`src/rtl/rv32_pkg.sv`:
```
// Shared RV32I decode definitions: immediate formats, opcodes and the ID/EX entry payload.
package rv32_pkg;

    localparam int unsigned XLEN_W  = 32;
    localparam int unsigned OPC_W   = 7;
    localparam int unsigned IMMSRC_W = 3;

    typedef enum logic [IMMSRC_W-1:0] {
        IMM_I = 3'b000,
        IMM_S = 3'b001,
        IMM_B = 3'b010,
        IMM_U = 3'b011,
        IMM_J = 3'b100
    } imm_src_t;

    localparam logic [OPC_W-1:0] OPC_OP_IMM   = 7'b0010011;
    localparam logic [OPC_W-1:0] OPC_LOAD     = 7'b0000011;
    localparam logic [OPC_W-1:0] OPC_JALR     = 7'b1100111;
    localparam logic [OPC_W-1:0] OPC_MISC_MEM = 7'b0001111;
    localparam logic [OPC_W-1:0] OPC_SYSTEM   = 7'b1110011;
    localparam logic [OPC_W-1:0] OPC_STORE    = 7'b0100011;
    localparam logic [OPC_W-1:0] OPC_BRANCH   = 7'b1100011;
    localparam logic [OPC_W-1:0] OPC_LUI      = 7'b0110111;
    localparam logic [OPC_W-1:0] OPC_AUIPC    = 7'b0010111;
    localparam logic [OPC_W-1:0] OPC_JAL      = 7'b1101111;
    localparam logic [OPC_W-1:0] OPC_OP       = 7'b0110011;

    typedef struct packed {
        logic [XLEN_W-1:0] instr;
        logic [XLEN_W-1:0] pc;
        imm_src_t          imm_src;
        logic [XLEN_W-1:0] imm;
        logic              illegal;
    } id_entry_t;

endpackage

```
`src/rtl/id_skid_buffer.sv`:
```
// Output register plus one skid entry; in_ready is registered so it never depends on out_ready combinationally.
module id_skid_buffer
    import rv32_pkg::*;
(
    input  logic      clk,
    input  logic      rst,
    input  logic      in_valid,
    output logic      in_ready,
    input  id_entry_t in_entry,
    input  logic      flush,
    output logic      out_valid,
    input  logic      out_ready,
    output id_entry_t out_entry
);

    typedef enum logic [1:0] {
        ST_EMPTY = 2'b00,
        ST_HALF  = 2'b01,
        ST_FULL  = 2'b11
    } occ_state_t;

    occ_state_t state_q, state_d;
    id_entry_t  out_q, out_d;
    id_entry_t  skid_q, skid_d;
    logic       in_ready_q, in_ready_d;
    logic       accept_c;
    logic       consume_c;

    always_ff @(posedge clk or posedge rst) begin
        if (rst) begin
            state_q    <= ST_EMPTY;
            out_q      <= '0;
            skid_q     <= '0;
            in_ready_q <= 1'b1;
        end else begin
            state_q    <= state_d;
            out_q      <= out_d;
            skid_q     <= skid_d;
            in_ready_q <= in_ready_d;
        end
    end

    // Flush wins over any accept/consume in the same cycle.
    always_comb begin
        state_d   = state_q;
        out_d     = out_q;
        skid_d    = skid_q;
        accept_c  = in_valid && in_ready_q;
        consume_c = (state_q != ST_EMPTY) && out_ready;
        if (flush) begin
            state_d = ST_EMPTY;
        end else begin
            case (state_q)
                ST_EMPTY: begin
                    if (accept_c) begin
                        out_d   = in_entry;
                        state_d = ST_HALF;
                    end
                end
                ST_HALF: begin
                    if (accept_c && consume_c) begin
                        out_d = in_entry;
                    end else if (accept_c) begin
                        skid_d  = in_entry;
                        state_d = ST_FULL;
                    end else if (consume_c) begin
                        state_d = ST_EMPTY;
                    end
                end
                ST_FULL: begin
                    if (consume_c) begin
                        out_d   = skid_q;
                        state_d = ST_HALF;
                    end
                end
                default: state_d = ST_EMPTY;
            endcase
        end
        in_ready_d = (state_d != ST_FULL);
    end

    assign in_ready  = in_ready_q;
    assign out_valid = (state_q != ST_EMPTY);
    assign out_entry = out_q;

endmodule

```
`src/rtl/immediate_generator.sv`:
```
// Combinational RV32I immediate formatter selected by imm_src.
module immediate_generator
    import rv32_pkg::*;
(
    input  logic [XLEN_W-1:0] instr,
    input  imm_src_t          imm_src,
    output logic [XLEN_W-1:0] imm_c
);

    logic unused_opcode;
    assign unused_opcode = ^instr[6:0];

    always_comb begin
        imm_c = '0;
        case (imm_src)
            IMM_I:   imm_c = {{20{instr[31]}}, instr[31:20]};
            IMM_S:   imm_c = {{20{instr[31]}}, instr[31:25], instr[11:7]};
            IMM_B:   imm_c = {{19{instr[31]}}, instr[31], instr[7], instr[30:25], instr[11:8], 1'b0};
            IMM_U:   imm_c = {instr[31:12], 12'b0};
            IMM_J:   imm_c = {{11{instr[31]}}, instr[31], instr[19:12], instr[20], instr[30:21], 1'b0};
            default: imm_c = '0;
        endcase
    end

endmodule

```
`src/rtl/decode_stage_ctrl.sv`:
```
// ID stage controller: opcode classification, immediate formatting, skid-buffered ID/EX handoff, stall counter.
// Optional build macro: DECODE_ILLEGAL_CHECK_EN flags unknown opcodes as illegal.
module decode_stage_ctrl
    import rv32_pkg::*;
#(
    parameter int unsigned XLEN  = 32,
    parameter int unsigned CNT_W = 32
) (
    input  logic             clk,
    input  logic             rst,
    input  logic             if_valid,
    output logic             if_ready,
    input  logic [31:0]      if_instr,
    input  logic [XLEN-1:0]  if_pc,
    input  logic             flush,
    output logic             id_valid,
    input  logic             id_ready,
    output logic [31:0]      id_instr,
    output logic [XLEN-1:0]  id_pc,
    output logic [2:0]       id_imm_src,
    output logic [XLEN-1:0]  id_imm,
    output logic             id_illegal,
    output logic [CNT_W-1:0] stall_cnt
);

    imm_src_t          imm_src_c;
    logic              zero_imm_c;
    logic              illegal_c;
    logic [XLEN_W-1:0] gen_imm_c;
    id_entry_t         in_entry_c;
    id_entry_t         out_entry;
    logic              out_valid;
    logic [CNT_W-1:0]  stall_cnt_q, stall_cnt_d;

    // R-type reports the I format but carries no immediate.
    always_comb begin
        imm_src_c  = IMM_I;
        zero_imm_c = 1'b0;
        illegal_c  = 1'b0;
        case (if_instr[6:0])
            OPC_OP_IMM, OPC_LOAD, OPC_JALR, OPC_MISC_MEM, OPC_SYSTEM: imm_src_c = IMM_I;
            OPC_STORE:            imm_src_c = IMM_S;
            OPC_BRANCH:           imm_src_c = IMM_B;
            OPC_LUI, OPC_AUIPC:   imm_src_c = IMM_U;
            OPC_JAL:              imm_src_c = IMM_J;
            OPC_OP:               zero_imm_c = 1'b1;
`ifdef DECODE_ILLEGAL_CHECK_EN
            default: begin
                illegal_c  = 1'b1;
                zero_imm_c = 1'b1;
            end
`else
            default:              imm_src_c = IMM_I;
`endif
        endcase
    end

    immediate_generator u_imm_gen (
        .instr   (if_instr),
        .imm_src (imm_src_c),
        .imm_c   (gen_imm_c)
    );

    always_comb begin
        in_entry_c         = '0;
        in_entry_c.instr   = if_instr;
        in_entry_c.pc      = if_pc;
        in_entry_c.imm_src = imm_src_c;
        in_entry_c.imm     = zero_imm_c ? '0 : gen_imm_c;
        in_entry_c.illegal = illegal_c;
    end

    id_skid_buffer u_skid (
        .clk       (clk),
        .rst       (rst),
        .in_valid  (if_valid),
        .in_ready  (if_ready),
        .in_entry  (in_entry_c),
        .flush     (flush),
        .out_valid (out_valid),
        .out_ready (id_ready),
        .out_entry (out_entry)
    );

    // Saturating back-pressure counter; flush does not touch it.
    always_comb begin
        stall_cnt_d = stall_cnt_q;
        if (out_valid && !id_ready && (stall_cnt_q != '1)) begin
            stall_cnt_d = stall_cnt_q + CNT_W'(1);
        end
    end

    always_ff @(posedge clk or posedge rst) begin
        if (rst) begin
            stall_cnt_q <= '0;
        end else begin
            stall_cnt_q <= stall_cnt_d;
        end
    end

    assign id_valid   = out_valid;
    assign id_instr   = out_entry.instr;
    assign id_pc      = out_entry.pc;
    assign id_imm_src = out_entry.imm_src;
    assign id_imm     = out_entry.imm;
    assign id_illegal = out_entry.illegal;
    assign stall_cnt  = stall_cnt_q;

endmodule
```
`config.mk`:
```
export PLATFORM = sky130hd
export DESIGN_NAME = decode_stage_ctrl
export DESIGN_NICKNAME = d
export VERILOG_FILES = /design/src/rtl/rv32_pkg.sv /design/src/rtl/id_skid_buffer.sv /design/src/rtl/immediate_generator.sv /design/src/rtl/decode_stage_ctrl.sv
export SDC_FILE = /design/constraint.sdc
export NUM_CORES = 1
export LEC_CHECK = 0
export BUFFER_PORTS_ARGS = -buffer_cell sky130_fd_sc_hd__buf_2
export CAP_MARGIN = 30
export CORE_AREA = 5 5 246 128
export CTS_CLUSTER_DIAMETER = 100
export DETAILED_ROUTE_END_ITERATION = 8
export DIE_AREA = 0 0 251 133
export HOLD_SLACK_MARGIN = 0.12
export PLACE_DENSITY = 0.65
export SYNTH_ARGS = -nofsm -noshare
export SYNTH_HDL_FRONTEND = slang
export SYNTH_SLANG_ARGS = --single-unit
```
`constraint.sdc`:
```
create_clock -name clk -period 8.45 [get_ports clk]
set_input_delay 0 -clock clk [delete_from_list [all_inputs] [get_ports clk]]
set_output_delay 0 -clock clk [all_outputs]
set_load 0.005 [all_outputs]
```
# After elaboration in Yosys (flattened, before gate mapping)
# Index checks and enable logic that the tools add are counted.
dict set report totals {
  ff_bits 234
  in_bits 69
  output_inout_bits 134
  elab_cells 60
}
dict set report op_classes {
  n_addsub 1
  n_eq_ne 17
  muxes 15
  n_bitwise 2
  reduce_logical 13
}
# op count
set op_table {}
lappend op_table {{$mux 100} 3}
lappend op_table {{$pmux 100 s3} 1}
lappend op_table {{$pmux 32 s5} 1}
lappend op_table {{$add 32x1->32 const B} 1}
lappend op_table {{$mux 32} 1}
lappend op_table {{$ne 32x32->1 const B} 1}
lappend op_table {{$eq 7x6->1 const B} 3}
lappend op_table {{$eq 7x7->1 const B} 2}
lappend op_table {{$mux 2} 6}
lappend op_table {{$pmux 3 s4} 1}
lappend op_table {{$eq 7x5->1 const B} 1}
lappend op_table {{$eq 3x2->1 const B} 2}
lappend op_table {{$ne 2x1->1 const B} 3}
lappend op_table {{$pmux 2 s3} 1}
lappend op_table {{$logic_and 1x1->1} 5}
lappend op_table {{$reduce_and 5->1} 1}
lappend op_table {{$reduce_and 4->1} 1}
lappend op_table {{$eq 3x1->1 const B} 1}
lappend op_table {{$eq 3x3->1 const B} 1}
lappend op_table {{$logic_not 3->1} 1}
lappend op_table {{$reduce_bool 3->1} 1}
lappend op_table {{$eq 2x1->1 const B} 1}
lappend op_table {{$eq 2x2->1 const B} 1}
lappend op_table {{$logic_not 2->1} 1}
lappend op_table {{6 further kinds} 7}

# Longest topological paths before layout
dict set report depth {
  word_depth 8
  ltp_mapped 8
  ltp_nobuf 6
}

# Cells and area by module
# From an unflattened synthesis, not the netlist that was laid out.
dict set report hier_totals {
  cells_unflattened 850
  area_unflattened_um2 11202.0
}
# module n_inst cells_per_inst area_per_inst_um2 seq_area_each_um2
set modules_own_cells {}
lappend modules_own_cells {id_skid_buffer 1 549 8752.1 5081.1}
lappend modules_own_cells {decode_stage_ctrl 1 204 1933.1 800.8}
lappend modules_own_cells {immediate_generator 1 97 516.7 0.0}

# Least setup slack after synthesis
# OpenSTA, ideal clock, no wires.
dict set report synth_timing {
  path_type {flip-flop to flip-flop}
  from {reg stall_cnt_q[0] (netlist: stall_cnt[0])}
  to {reg stall_cnt_q[1] (netlist: stall_cnt[1])}
  setup_time_ns 0.125
  arrival_time_ns 1.817
  t_required_ns 8.325
  path_slack_ns 6.508
  path_stages_with_launch 7
  n_path_buf 1
  synth_period_minus_slack_ns 1.942
  path_cell_list {dfrtp_1 > ha_1 > nand2_1 > or4_4 > buf_6 > o31a_1 > mux2_4}
}
dict set report synth_via {
  elab_chain_cells 2
  elab_cells_between_ends 3
  classes_between {add/sub (1); eq/ne (1); reduce/logical (1)}
}
# element line
set synth_lines {}
lappend synth_lines {{start, declared} decode_stage_ctrl.sv:33} ;# logic [CNT_W-1:0] stall_cnt_q, stall_cnt_d;
lappend synth_lines {{start signal, assigned} decode_stage_ctrl.sv:97} ;# stall_cnt_q <= stall_cnt_d;
lappend synth_lines {{parallel branches: the longest is 2 deep, another holds $add 32x1->32} -}
# Several ways; the timed one is not identified.
# A chain may end at the register's enable or synchronous reset.

# Worst setup path after layout
dict set report layout_timing {
  from {reg u_skid.in_ready_q (netlist: u_skid.in_ready)}
  to {reg u_skid.out_q, in the netlist u_skid.out_entry[4]}
}
dict set report layout_via {
  elab_chain_cells 4
  elab_cells_between_ends 5
  classes_between {eq/ne (2); reduce/logical (3)}
}
# element line
set layout_lines {}
lappend layout_lines {{start, declared} id_skid_buffer.sv:25} ;# logic in_ready_q, in_ready_d;
lappend layout_lines {{start signal, assigned} id_skid_buffer.sv:39} ;# in_ready_q <= in_ready_d;
lappend layout_lines {{$logic_and 1x1->1 (*)} id_skid_buffer.sv:48} ;# accept_c = in_valid && in_ready_q;
lappend layout_lines {{$logic_and 1x1->1} id_skid_buffer.sv:61} ;# if (accept_c && consume_c) begin
lappend layout_lines {{$ne 2x1->1 (no line)} -}
lappend layout_lines {{$reduce_and 5->1 (no line) (*)} -}
lappend layout_lines {{end signal, assigned} id_skid_buffer.sv:37} ;# out_q <= out_d;
lappend layout_lines {{end, declared} id_skid_buffer.sv:23} ;# id_entry_t out_q, out_d;
# Every way passes the cells marked *; elsewhere a longest branch is shown, timed or not.

==> results.md <==
* Worst skew pair latency at between 0.5 and 0.6 ns
* Syn avg cell area at a little over 10 µm²
* Final Instance Area at around 13,000 µm²
* Reg power frac at a little under half
* Crit end category: flip-flop
* Clock Power Share at 37.2%
* Initial drt markers at 691
* Critical path's slowest cell: buf_4
* Main synth FF type: dfrtp_1
* Dpl cell area at 11,400 µm²
* Core area at roughly 29,000 µm²
* Finished Core Util at between 40% and 50%
* DRC at 0
* Max Cap Viol at 0
* Max-slew headroom at a little over a third
* Post-Syn Area at approximately 10,000 µm²
* Syn_nets at around 1,100
* Largest net degree at the start of global routing at around 120
* RSZ-0062 raised after global routing: no
* Setup Buffers After CTS at 0
* Detailed Place HPWL at approximately 19,000 µm
* Final antenna-violating net count at 0
* Fraction of layout cells with a size suffix above 1 at 26.4%
* CP max FO at 89
* Number of buffer cells added on primary ports at 201
* Routed vias at between 8,000 and 9,000
* F_max at between 0.3 and 0.4 GHz
* Most frequent cells in the layout: 232 x dfrtp_1, 210 x nand2_1, 201 x buf_2
* Commonest non-fill, non-tap cell in the layout: dfrtp_1
* Crit-path max cell delay at 0.82 ns
* Critical path launch point type: flip-flop
* Total wire length at between 20,000 and 30,000 µm
* Global-route wire length before repair at between 40,000 and 50,000 µm
* Root buf cell: clkbuf_16
* Final Cycle Share at roughly a third
* Fraction of registers with async set/reset at 100%
* Worst Tran Pin Value at just under 1 ns
* Drt first pass iters at 5
* Cell variety after synth at 52
* GRT Total Usage at 17.0%
* Switching Fraction at approximately a quarter
* Worst Path Arrival at around 3.2 ns
* Cts bufs inserted at 24
* Post-synth EDFFs at 0
* Bufs on Longest Clock Path at 3
* CTS tree: yes
* Cell Chain, Critical Path: a21oi_1 > nor2_1 > and3_4 > buf_4 > o211ai_1 > o21a_1
* HP Class: in -> reg
* Net switching power at about 800 µW
* Post-Route Skew at about 0.013 ns
* Clock Pin Slew Worst Setup and Hold Paths at 0.06 ns
* Outcome: finished, final reports clean
* # setup viols final at 0
* H-tree depth at 1
* Global route overflow at 0
* Pwr dens at 236 nW/µm²
* Vias in the first global route at about 8,100
* Max Slew Vio Count at 0
* Sequential element share of the synthesized area at approximately three fifths
* Yosys reg bits at 233
* Final net count at 1,307
* Die area at about 33,000 µm²
* Die X at around 250 µm
* Leakage power figure at 6.05 nW
* Pint at about 2.3 mW
* Min Clock Period, post-route at 2.77 ns
* Synthesized instance count at ~990
* Comb pwr share at 15.5%
* Setup TNS after final layout at 0 ns
* Synth Warn # at 0
* Ant diodes at 0
* Die height at approximately 130 µm
* Layout area overhead at 29.6%
* Worst endpoint required time at 8.86 ns
* Initial antenna violation count at 0
* GPL Wtd Cong at between 0.7 and 0.8
* Worst VDD drop at approximately 140 µV
* Final hold vios at 0
* Cell Rows at between 40 and 50
* Setup CP Type: reg -> reg
* Via density at 4.99
* I/O pin count at 203
* Routed length per instance at about 18 µm
* Initial Utilization at around a third
* Sink Count at ~230
layout make-up:
class	count	area, µm²
Timing Repair Buffer	283	1860
Sequential cell	233	5830
Multi-Input combinational cell	689	3930
Clock buffer	32	672
Tap cell	399	499
Clock inverter	12	174
Inverter	6	30.0
Fill cell	2807	16400
what timing repair did:
action,4_1_cts,5_1_grt
resized for setup,0,0
endpoints found under the hold margin,363,0
hold buffers,72,0
stage by stage:
step | hold slack, ns | cells | power (mW) | worst slack, ns
6_report | 0.258 | 1654 | 3.07 | 5.68
5_1_grt | 0.244 | 1654 | 3.24 | 5.36
4_1_cts | 0.227 | 1652 | 3.11 | 5.62
3_5_place_dp | -0.00514 | 1536 | 1.92 | 5.64
3_3_place_gp | 0.211 | 1533 | 1.90 | 5.64
2_1_floorplan | 0.0664 | 993 | 1.71 | 2.06
worst max-delay path: cells and delay by family, from the launching register on:
| kind | cells | cell delay (ns) |
|---|---|---|
| DFF | 1 | 0.53 |
| AOI/OAI and AO/OA | 3 | 0.41 |
| and+or+nand+nor | 2 | 0.87 |
| buffers and inverters | 1 | 0.82 |
synth_stat cells (2+ instances only):
cell         n  area [µm²]
a21oi_1     36         180
a2bb2oi_1   15         131
a31oi_1     73         457
and2_1       4        25.0
and3_1       7        43.8
and4_1       3        26.3
and4b_1      2        20.0
buf_1       10        37.5
buf_2        7        35.0
clkbuf_1    46         173
dfrtp_1    232        5810
inv_1        6        22.5
mux2_2      64         721
nand2_1    212         796
nand2b_1     5        31.3
nand3_1     23         115
nand4_1      9        56.3
nor2_1      97         364
nor2b_1      2        12.5
nor3_1       5        25.0
nor3_2       2        20.0
nor4_1       3        18.8
o211ai_1     5        37.5
o21a_1       6        45.0
o21ai_0     57         285
o22ai_1      9        56.3
or2_2        4        25.0
or3_1        2        12.5
xnor2_1     16         140
xor2_1       9        78.8
cell families after synthesis:
group / share of synthesized area, %
other: 0.0374
AOI/OAI and AO/OA: 12.6
and+or+nand+nor: 16.6
xor gates and xnor gates: 2.18
adders and majority gates: 0.125
DFF: 58.1
muxes: 7.44
buffers and inverters: 2.86
state kept, by name, summed over array words and instances (netlist names):
name              cells
u_skid.skid_q        99
stall_cnt            32
u_skid.out_entry     99
u_skid.in_ready       1
u_skid.state_q        2
worst paths after layout:
path	startpoint	end	slack [ns]	depth (start not counted)
max reg2reg	u_skid.in_ready$_DFF_PP1_	u_skid.out_entry[4]$_DFFE_PP0P_	5.68	6
max in group asynchronous	rst	u_skid.in_ready$_DFF_PP1_	6.28	7
min	if_pc[28]	u_skid.skid_q[64]$_DFFE_PP0P_	0.26	3
min in group asynchronous	rst	u_skid.out_entry[86]$_DFFE_PP0P_	0.64	4
min reg2reg	u_skid.out_entry[27]$_DFFE_PP0P_	u_skid.out_entry[27]$_DFFE_PP0P_	0.47	2
max	u_skid.in_ready$_DFF_PP1_	u_skid.out_entry[4]$_DFFE_PP0P_	5.68	6
power groups by stage:
stage	Combinational, mW	Clock, mW	Sequential [mW]
global placement	0.441	0	1.46
detailed placement	0.456	0	1.47
finish	0.476	1.14	1.45
global route	0.537	1.22	1.48
floorplan	0.253	0	1.45
CTS	0.483	1.18	1.45
metal layers:
layer	vias up	global-route usage, %	wire (µm)
met5	-	0	0
met4	0	3.91	674
met3	43	3.04	1590
met2	232	24.4	12000
met1	4050	26.7	14700
li1	3930	-	-
Power figures use the tool's default switching activity.
